<file path="src/rtl/uart_rx_framer.sv">
// uart_rx_framer
//   8N1 UART receiver. Oversamples the serial line with a clock-cycle counter,
//   samples each bit at its middle, assembles bytes LSB first and hands them
//   to a consumer over a valid/ready port. Framing errors and overruns are
//   reported as single-cycle pulses.
//
// Parameters
//   clocks_per_bit  clock cycles per serial bit; must be >= 4
//
// Ports
//   clock        system clock
//   reset        asynchronous, active-high reset
//   ser_rx       serial line, idle high, asynchronous to clock
//   o_data       received byte; stable while o_valid
//   o_valid      o_data holds an unconsumed byte
//   i_ready      consumer accepts o_data when o_valid && i_ready
//   o_frame_err  1-cycle pulse: stop bit sampled low, byte discarded
//   o_overrun    1-cycle pulse: byte completed while o_valid && !i_ready
//   o_busy       high whenever the receiver is not idle
module uart_rx_framer #(
    parameter int unsigned clocks_per_bit = 80000
) (
    input  logic       clock,
    input  logic       reset,
    input  logic       ser_rx,
    output logic [7:0] o_data,
    output logic       o_valid,
    input  logic       i_ready,
    output logic       o_frame_err,
    output logic       o_overrun,
    output logic       o_busy
);

    localparam int unsigned CW = (clocks_per_bit > 1) ? $clog2(clocks_per_bit) : 1;
    localparam logic [CW-1:0] CNT_LAST = CW'(clocks_per_bit - 1);
    localparam logic [CW-1:0] CNT_MID  = CW'(clocks_per_bit / 2 - 1);

    typedef enum logic [2:0] {
        IDLE,
        START,
        DATA,
        STOP,
        WAIT_HIGH
    } state_t;

    state_t          state;
    logic            rx_m;
    logic            rx_s;
    logic [CW-1:0]   cnt;
    logic [2:0]      idx;
    logic [7:0]      shift;
    logic            deliver;

    // Two-flop synchronizer; resets to the idle (high) line level so a reset
    // release never looks like a start bit.
    always_ff @(posedge clock or posedge reset) begin
        if (reset) begin
            rx_m <= 1'b1;
            rx_s <= 1'b1;
        end else begin
            rx_m <= ser_rx;
            rx_s <= rx_m;
        end
    end

    always_ff @(posedge clock or posedge reset) begin
        if (reset) begin
            state       <= IDLE;
            cnt         <= '0;
            idx         <= '0;
            shift       <= '0;
            deliver     <= 1'b0;
            o_data      <= '0;
            o_valid     <= 1'b0;
            o_frame_err <= 1'b0;
            o_overrun   <= 1'b0;
            o_busy      <= 1'b0;
        end else begin
            o_frame_err <= 1'b0;
            o_overrun   <= 1'b0;
            deliver     <= 1'b0;

            // Output side runs independently of the line FSM, so consumer
            // backpressure never stalls reception. A handshake in the same
            // cycle as a delivery frees the slot for the new byte.
            if (deliver) begin
                if (!o_valid || i_ready) begin
                    o_data  <= shift;
                    o_valid <= 1'b1;
                end else begin
                    o_overrun <= 1'b1;
                end
            end else if (o_valid && i_ready) begin
                o_valid <= 1'b0;
            end

            // o_busy is assigned alongside each state transition so it
            // tracks the registered state exactly.
            case (state)
                IDLE: begin
                    if (!rx_s) begin
                        state  <= START;
                        cnt    <= '0;
                        o_busy <= 1'b1;
                    end
                end

                START: begin
                    if (cnt == CNT_MID) begin
                        if (rx_s) begin
                            state  <= IDLE;
                            o_busy <= 1'b0;
                        end else begin
                            state <= DATA;
                            cnt   <= '0;
                            idx   <= '0;
                        end
                    end else begin
                        cnt <= cnt + 1'b1;
                    end
                end

                DATA: begin
                    if (cnt == CNT_LAST) begin
                        shift[idx] <= rx_s;
                        cnt        <= '0;
                        if (idx == 3'd7) begin
                            state <= STOP;
                        end else begin
                            idx <= idx + 3'd1;
                        end
                    end else begin
                        cnt <= cnt + 1'b1;
                    end
                end

                STOP: begin
                    if (cnt == CNT_LAST) begin
                        cnt <= '0;
                        if (rx_s) begin
                            deliver <= 1'b1;
                            state   <= IDLE;
                            o_busy  <= 1'b0;
                        end else begin
                            o_frame_err <= 1'b1;
                            state       <= WAIT_HIGH;
                        end
                    end else begin
                        cnt <= cnt + 1'b1;
                    end
                end

                WAIT_HIGH: begin
                    // A held-low (break) line must not be mistaken for a
                    // stream of new start bits.
                    if (rx_s) begin
                        state  <= IDLE;
                        o_busy <= 1'b0;
                    end
                end

                default: begin
                    state  <= IDLE;
                    cnt    <= '0;
                    o_busy <= 1'b0;
                end
            endcase
        end
    end

endmodule

</file>
<file path="config.mk">
export PLATFORM = sky130hd
export DESIGN_NAME = uart_rx_framer
export DESIGN_NICKNAME = d
export VERILOG_FILES = /design/src/rtl/uart_rx_framer.sv
export SDC_FILE = /design/constraint.sdc
export NUM_CORES = 1
export LEC_CHECK = 0
export BUFFER_PORTS_ARGS = -buffer_cell sky130_fd_sc_hd__clkbuf_2
export CORE_ASPECT_RATIO = 0.6
export CORE_MARGIN = 3
export CORE_UTILIZATION = 30
export DETAILED_ROUTE_END_ITERATION = 7
export PLACE_DENSITY = 0.5
export SLEW_MARGIN = 20
export SYNTH_ARGS = -nofsm -noshare
export SYNTH_HDL_FRONTEND = slang
export SYNTH_SLANG_ARGS = --single-unit
</file>
<file path="constraint.sdc">
create_clock -name clock -period 6.4 [get_ports clock]
set_clock_uncertainty 0.05 [all_clocks]
set_input_delay 1.92 -clock clock [delete_from_list [all_inputs] [get_ports clock]]
set_output_delay 1.92 -clock clock [all_outputs]
set_load 0.005 [all_outputs]
</file>
# --- Yosys cells after proc, flatten, opt, wreduce, memory -nomap -nowiden ---
# Cells that the tools add are included.
totals:
  input_bits: 4
  out_inout_bits: 12
  elab_cells: 84
  reg_bits: 46
classes:
  order_cmp: 2
  n_eq_ne: 16
  bitwise: 1
  reduce_logical: 14
  n_addsub: 2
  muxes: 37
op_table:
  columns: ["op", "count"]
  rows:
  - ["$pmux 17 s4", 1]
  - ["$mux 17", 3]
  - ["$mux 3", 11]
  - ["$add 17x1->17 const B", 1]
  - ["$eq 17x16->1 const B", 1]
  - ["$eq 17x17->1 const B", 1]
  - ["$mux 1", 16]
  - ["$ne 2x2->1 const B", 8]
  - ["$pmux 3 s5", 1]
  - ["$bwmux 8", 1]
  - ["$eq 3x2->1 const B", 2]
  - ["$eq 3x3->1 const B", 2]
  - ["$pmux 3 s2", 1]
  - ["$reduce_and 2->1", 3]
  - ["$reduce_and 6->1", 1]
  - ["$pmux 1 s5", 1]
  - ["$reduce_and 5->1", 1]
  - ["$lt 3x4->1 const B", 1]
  - ["$reduce_and 4->1", 1]
  - ["$reduce_bool 2->1", 2]
  - ["$add 3x1->3 const B", 1]
  - ["$demux 1 s3", 1]
  - ["$eq 3x1->1 const B", 1]
  - ["$ge 3x1->1 const B", 1]
  - ["8 further kinds", 9]

# --- Depth between registers and ports, before layout ---
# Gate-level depths: netlist of the first run.
logic_depth:
  word_depth: 5
  mapped_depth: 8
  depth_no_buf: 6

# --- Worst setup path before layout of the first run ---
# No wires, ideal clock.
synth_path:
  path_kind: "in2reg"
  startpoint: "input i_ready"
  endpoint: "register o_data[0]"
  required_time_ps: 6225
  path_slack_ps: 3586
  path_stages: 3
  arrival_ps: 2639
  setup_ps: 125
  n_path_buf: 0
  cell_sequence: "nand2b_1 > nand2_1 > mux2_2"
synth_between:
  elab_chain_cells: 2
synth_rtl:
  columns: ["item", "line_no", "source"]
  rows:
  - ["start: declaration", "28", "input logic i_ready,"]
  - ["$logic_or 1x1->1", "87", "if (!o_valid || i_ready) begin"]
  - ["$reduce_and 2->1 (no source line)", null, null]
  - ["end signal: assignment", "88", "o_data <= shift;"]
  - ["end: declaration", "26", "output logic [7:0] o_data,"]
# Every way passes these cells.
# A chain may end at the register's enable or synchronous reset.

# --- Worst setup path after layout of the first run ---
layout_path:
  startpoint: "register o_busy"
  endpoint: "output o_busy"
layout_lines:
  columns: ["item", "line_no", "source"]
  rows:
  - ["start: declaration", "31", "output logic o_busy"]
  - ["start signal: assignment", "77", "o_busy <= 1'b0;"]
  - ["start signal: assignment", "104", "o_busy <= 1'b1;"]
  - ["start signal: assignment", "112", "o_busy <= 1'b0;"]
# No word-level cell between the ends.

==> parameters.txt, run 1 <==
Parameter                              Value

CTS
  CTS H-tree depth ... 2
  Number of buffers inserted by hold repair at cts ... 0
  CTS tree ... done
  Root Buffer ... clkbuf_16
  Reg clk slew, reported paths ... 0.06 ns
  Postcts setup bufs ... 0
  Maximum count of clock buffers along a single path ... 2
  Source-to-sink clock delay at the later pin of the worst-skew pair ... 0.29 ns
  Post-cts repair resize count ... 0
  Number of sinks handled by clock tree synthesis ... 46
  Clock buffer count from CTS ... 5

Power
  Total power density per cell area ... 216 nW/um2
  Worst vdd ir ... 0.0798 mV
  Total power ... 0.000559 W
  Cell leakage power ... 1.22 nW

Cells and area
  Post-route design area ... 2590 um2
  # nets final ... 242
  Layout overhead on the synthesized area ... 13.4%
  Fraction of layout instances using a drive strength above 1 ... 21.7%
  Most common library cell in the layout ignoring fill and taps ... dfrtp_1
  Commonest cells after routing, fill and taps aside ... dfrtp_1 (44), nand2_1 (25), nor2_1 (18)
  Diode count ... 0

Die
  Floorplan row count ... 23
  Die X-Extent ... 119 um
  Ports ... 16
  Full die area ... 8730 um2
  Placeable core region ... 7020 um2
  Initial Util ... 32.5%
  Y dimension of the die ... 73.6 um

Drt
  Ratio of routed vias to standard cells ... 4.90
  Remaining number of nets flagged by the antenna check after routing ... 0
  Count of routing violations after the opening detailed-route iteration ... 106
  Total number of vias ... 1,642
  Residual DRC count ... 0
  Mean routed wirelength per cell ... 14.0 um
  Number of iterations in the first detailed-routing pass ... 4
  Total routed wirelength ... 4680 um

GRT
  Wire length of the first global-routing pass ... 8250 um
  Largest net degree at the start of global routing ... 47
  Aggregate global routing overflow ... 0
  Combined global-route utilization of all metal layers ... 12.1%
  Global-route layer with the greatest usage ... met1
  Antenna violations before repair ... 0
  Routing usage on met2 ... 14.0%
  Number of global-route vias before repair ... 1,585
  Met1 GRT Util ... 19.8%
  Met3 global-route usage ... 3.85%

Timing
  Max-slew violation count ... 0
  Unrepaired setup endpoints after global routing ... false
  Total count of hold-check failures in the final report ... 0
  Final setup viols ... 0
  Slew headroom ... 35.7%
  Final min period ... 2.77 ns
  Slew at the pin closest to its max-slew limit ... 0.962 ns
  Total negative setup slack ... 0 ns
  Final worst-path cycle share ... 43.2%
  Hold slack ... 0.308 ns
  Fmax ... 362 MHz

Worst setup path
  Top fanout value on the critical path ... 3
  Count of buffering cells on the critical path with inverters included ... 1
  Register-to-Register Setup Slack ... 3.94 ns
  CP Data Arrival Time ... 0.80 ns
  Kind of launch point of the worst setup path ... flop
  Family with the most delay on the worst path ... flip-flops
  Setup crit end kind ... primary output
  Critical path class ... reg2out
  Cells traversed along the worst timing path ... clkbuf_2
  Critical-path top delay cell ... dfrtp_1
  Stage delay of the slowest cell on the critical path ... 0.39 ns
  Data required time at the worst endpoint ... 4.43 ns

Yosys
  Synth Flop Type ... dfrtp_1
  Syn Nets ... 229
  Netlist Area Pre-Place ... 2280 um2
  Count of state elements after synthesis ... 46
  Syn Inst Count ... 222
  Number of distinct library cells after synthesis ... 47
  Post-synth EDFFs ... 0
  Fraction of registers with async set or reset after synthesis ... 100%
  Post-Syn Area per Cell ... 10.3 um2
  Sequential area share after synthesis ... 50.5%
  Warnings from Yosys ... 0

Place
  Area after detailed placement ... 2450 um2
  Final estimated routing congestion in global placement ... 0.801
  Count of buffers from port buffering ... 15
  Estimated wirelength of the detail-placed design ... 3300 um

Job
  Maximum capacitance violations ... 0

Worst hold path
  Kind of path behind the tightest hold check ... reg2reg

Status
  Run status ... finished clean
-- through the flow --
step	instances	utilization [%]	worst slack, ns
floorplan	222	-	3.35
global placement	328	34.9	3.35
detailed placement	328	34.9	3.35
CTS	335	36.9	3.62
global route	335	36.9	3.58
finish	335	36.9	3.63
-- registers in the layout, summed over array words and instances, names as in the netlist, 3 cells and up --
| register | flops |
|---|---|
| idx | 3 |
| state | 3 |
| o_data | 8 |
| cnt | 17 |
| shift | 8 |
-- final timing paths --
check	start	depth (start not counted)	endpoint
setup / recovery	o_busy	1	o_busy
hold / removal	rx_m	0	rx_s
setup reg to reg	cnt[6]	5	idx[0]
hold reg to reg	rx_m	0	rx_s
max in group asynchronous	reset	2	o_data[7]
min in group asynchronous	reset	2	state[0]
-- power by group --
| group | switching, W | internal (W) |
|---|---|---|
| Combinational | 0.00000659 | 0.00000134 |
| Clock | 0.000105 | 0.000153 |
| Sequential | 0.00000146 | 0.000292 |
| Total | 0.000113 | 0.000447 |
-- synthesized netlist by cell type, types with 2 or more instances --
master / instances / share of area (%)
a21o_1: 2 / 0.66
a21oi_1: 8 / 1.8
a22o_1: 4 / 1.5
a31oi_1: 7 / 1.9
and3_1: 2 / 0.55
buf_2: 5 / 1.1
clkbuf_1: 4 / 0.66
dfrtp_1: 44 / 48
dfstp_2: 2 / 2.3
ha_1: 3 / 1.6
inv_1: 10 / 1.6
mux2_2: 16 / 7.9
mux2i_1: 2 / 0.88
nand2_1: 25 / 4.1
nand2b_1: 5 / 1.4
nand3_1: 9 / 2.0
nand4_1: 5 / 1.4
nor2_1: 18 / 3.0
nor3_1: 10 / 2.2
nor4_1: 3 / 0.82
nor4_4: 2 / 1.9
o21a_1: 2 / 0.66
o21ai_0: 8 / 1.8
or3_1: 2 / 0.55
xnor2_1: 2 / 0.77
-- cells by family after synthesis --
family / after synthesis / synth area share (%)
muxes: 19 / 9.42
xor gates and xnor gates: 2 / 0.767
buffers and inverters: 20 / 3.89
adders and majority gates: 4 / 2.08
and+or+nand+nor: 90 / 21.4
AOI/OAI and AO/OA: 41 / 12.0
DFF: 46 / 50.5
-- per-layer routing --
| metal | routed length (um) | vias up | share of wire, % |
|---|---|---|---|
| met3 | 193 | 5 | 4.1 |
| li1 | - | 827 | - |
| met2 | 1560 | 27 | 33 |
| met4 | 53 | 0 | 1.1 |
| met5 | 0 | - | 0 |
| met1 | 2880 | 783 | 62 |
-- final cells by class --
type | instances | area [um2]
clock buffer | 7 | 143
fill | 705 | 4430
inverter | 10 | 37.5
multi-input combinational | 156 | 1050
sequential | 46 | 1150
tap | 100 | 125
timing repair buffer | 16 | 82.6
Note: power is estimated with default switching activity, not from simulation.
==> run 2: changes to the inputs <==
==> constraint.sdc (replaced) <==
create_clock -name clock -period 2.8 [get_ports clock]
set_clock_uncertainty 0.05 [all_clocks]
set_input_delay 0.84 -clock clock [delete_from_list [all_inputs] [get_ports clock]]
set_output_delay 0.84 -clock clock [all_outputs]
set_load 0.005 [all_outputs]
==> parameters.txt, run 2 (synthesized netlist as in run 1, its figures left out) <==
Parameter                              Value

Status
  Run status ... finished clean

Worst setup path
  Top fanout value on the critical path ... 8
  CP Data Arrival Time ... 2.55 ns
  Setup crit end kind ... flop
  Kind of launch point of the worst setup path ... flop
  Data required time at the worst endpoint ... 2.92 ns
  Critical path class ... reg2reg
  Count of cells along the worst register-to-register path ... 5

Drt
  Residual DRC count ... 0
  Number of iterations in the first detailed-routing pass ... 4
  Ratio of routed vias to standard cells ... 4.98
  Met3 wire length ... 270 um
  Count of routing violations after the opening detailed-route iteration ... 146
  Total routed wirelength ... 4820 um
  Total number of vias ... 1,683
  Mean routed wirelength per cell ... 14.3 um
  Highest routed layer ... met4
  Wire length on met2 ... 1690 um
  Length of routed wiring on met1 ... 2850 um
  Remaining number of nets flagged by the antenna check after routing ... 0

GRT
  Number of global-route vias before repair ... 1,612
  Aggregate global routing overflow ... 0
  Combined global-route utilization of all metal layers ... 12.4%
  Largest net degree at the start of global routing ... 25
  Wire length of the first global-routing pass ... 8540 um
  Antenna violations before repair ... 0

Timing
  Fmax ... 411 MHz
  Slew headroom ... 44.0%
  Total negative setup slack ... 0 ns
  Unrepaired setup endpoints after global routing ... false
  Final worst-path cycle share ... 86.8%
  Slew at the pin closest to its max-slew limit ... 0.836 ns
  Hold slack ... 0.305 ns
  Max-slew violation count ... 0
  Final min period ... 2.43 ns
  Final setup viols ... 0
  Total count of hold-check failures in the final report ... 0

Place
  Estimated wirelength of the detail-placed design ... 3500 um
  Final estimated routing congestion in global placement ... 0.801
  Count of buffers from port buffering ... 15

Die
  Full die area ... 8730 um2
  Y dimension of the die ... 73.6 um
  Die X-Extent ... 119 um
  Initial Util ... 32.5%
  Floorplan row count ... 23
  Placeable core region ... 7020 um2
  Ports ... 16

Cells and area
  Fraction of layout instances using a drive strength above 1 ... 23.1%
  Most common library cell in the layout ignoring fill and taps ... dfrtp_1
  Layout overhead on the synthesized area ... 15.7%
  Biggest register ... cnt
  Commonest cells after routing, fill and taps aside ... dfrtp_1 (44), nand2_1 (25), nor2_1 (18)
  Registers with the most flip-flops ... cnt: 17 flops, o_data: 8 flops, shift: 8 flops
  Diode count ... 0
  Filler cell count in the final layout ... 715
  Max reg flops ... 17
  # nets final ... 244

Worst hold path
  Kind of path behind the tightest hold check ... reg2reg
  Hold Path Cell Cnt ... 0

CTS
  Clock buffer count from CTS ... 5
  Root Buffer ... clkbuf_16
  Maximum count of clock buffers along a single path ... 2
  Source-to-sink clock delay at the later pin of the worst-skew pair ... 0.29 ns
  Number of sinks handled by clock tree synthesis ... 46
  Reg clk slew, reported paths ... 0.06 ns
  CTS H-tree depth ... 2
  Post-cts repair resize count ... 0
  Number of buffers inserted by hold repair at cts ... 0
  CTS tree ... done
  Postcts setup bufs ... 0

Power
  Cell leakage power ... 1.25 nW
  Total power density per cell area ... 507 nW/um2
  Worst vdd ir ... 0.374 mV
  Total power ... 0.00134 W

Job
  Maximum capacitance violations ... 0
==> run 2: layout make-up <==
type / count / area (um2) / share of cell area [%]
multi-input combinational: 156 / 1050 / 39.7
tap: 100 / 125 / 4.73
timing repair buffer: 18 / 110 / 4.17
sequential: 46 / 1150 / 43.7
inverter: 10 / 37.5 / 1.42
clock buffer: 8 / 166 / 6.30
==> run 2: stage by stage <==
stage / area [um2] / setup slack (ns) / util, % / instances
finish: 2640 / 0.369 / 37.6 / 338
global route: 2640 / 0.200 / 37.6 / 338
CTS: 2640 / 0.363 / 37.6 / 338
detailed placement: 2480 / 0.381 / 35.3 / 330
global placement: 2480 / 0.417 / 35.3 / 330
floorplan: 2280 / 0.474 / - / 222
==> run 2: routing by layer <==
metal | vias to the layer above | track usage [%]
met5 | - | 0
met4 | 0 | 1.93
met3 | 2 | 4.54
met1 | 813 | 20.7
li1 | 827 | -
met2 | 41 | 14.5
==> run 2: path summary, 6_finish.rpt <==
check                        from   endpoint  slack [ns]
max                        cnt[7]     idx[0]        0.37
min                          rx_m       rx_s        0.31
max reg2reg                cnt[7]     idx[0]        0.37
min reg2reg                  rx_m       rx_s        0.31
max in group asynchronous   reset  o_data[7]        1.67
min in group asynchronous   reset     cnt[1]        0.52
==> run 2: power by group <==
group | total [W] | internal (W) | switching (W) | leakage (nW)
clock network | 0.000647 | 0.000404 | 0.000243 | 0.0832
registers | 0.000671 | 0.000667 | 0.00000342 | 0.616
logic | 0.0000218 | 0.00000588 | 0.0000159 | 0.550
total | 0.00134 | 0.00108 | 0.000262 | 1.25
==> run 2: worst max-delay path, stage by stage, from the launching register on <==
cell and delay [ns]:
dfrtp_1 0.46, or4_4 0.61, nor4_4 0.38, nor3_2 0.08, or3_4 0.43, mux2_4 0.31
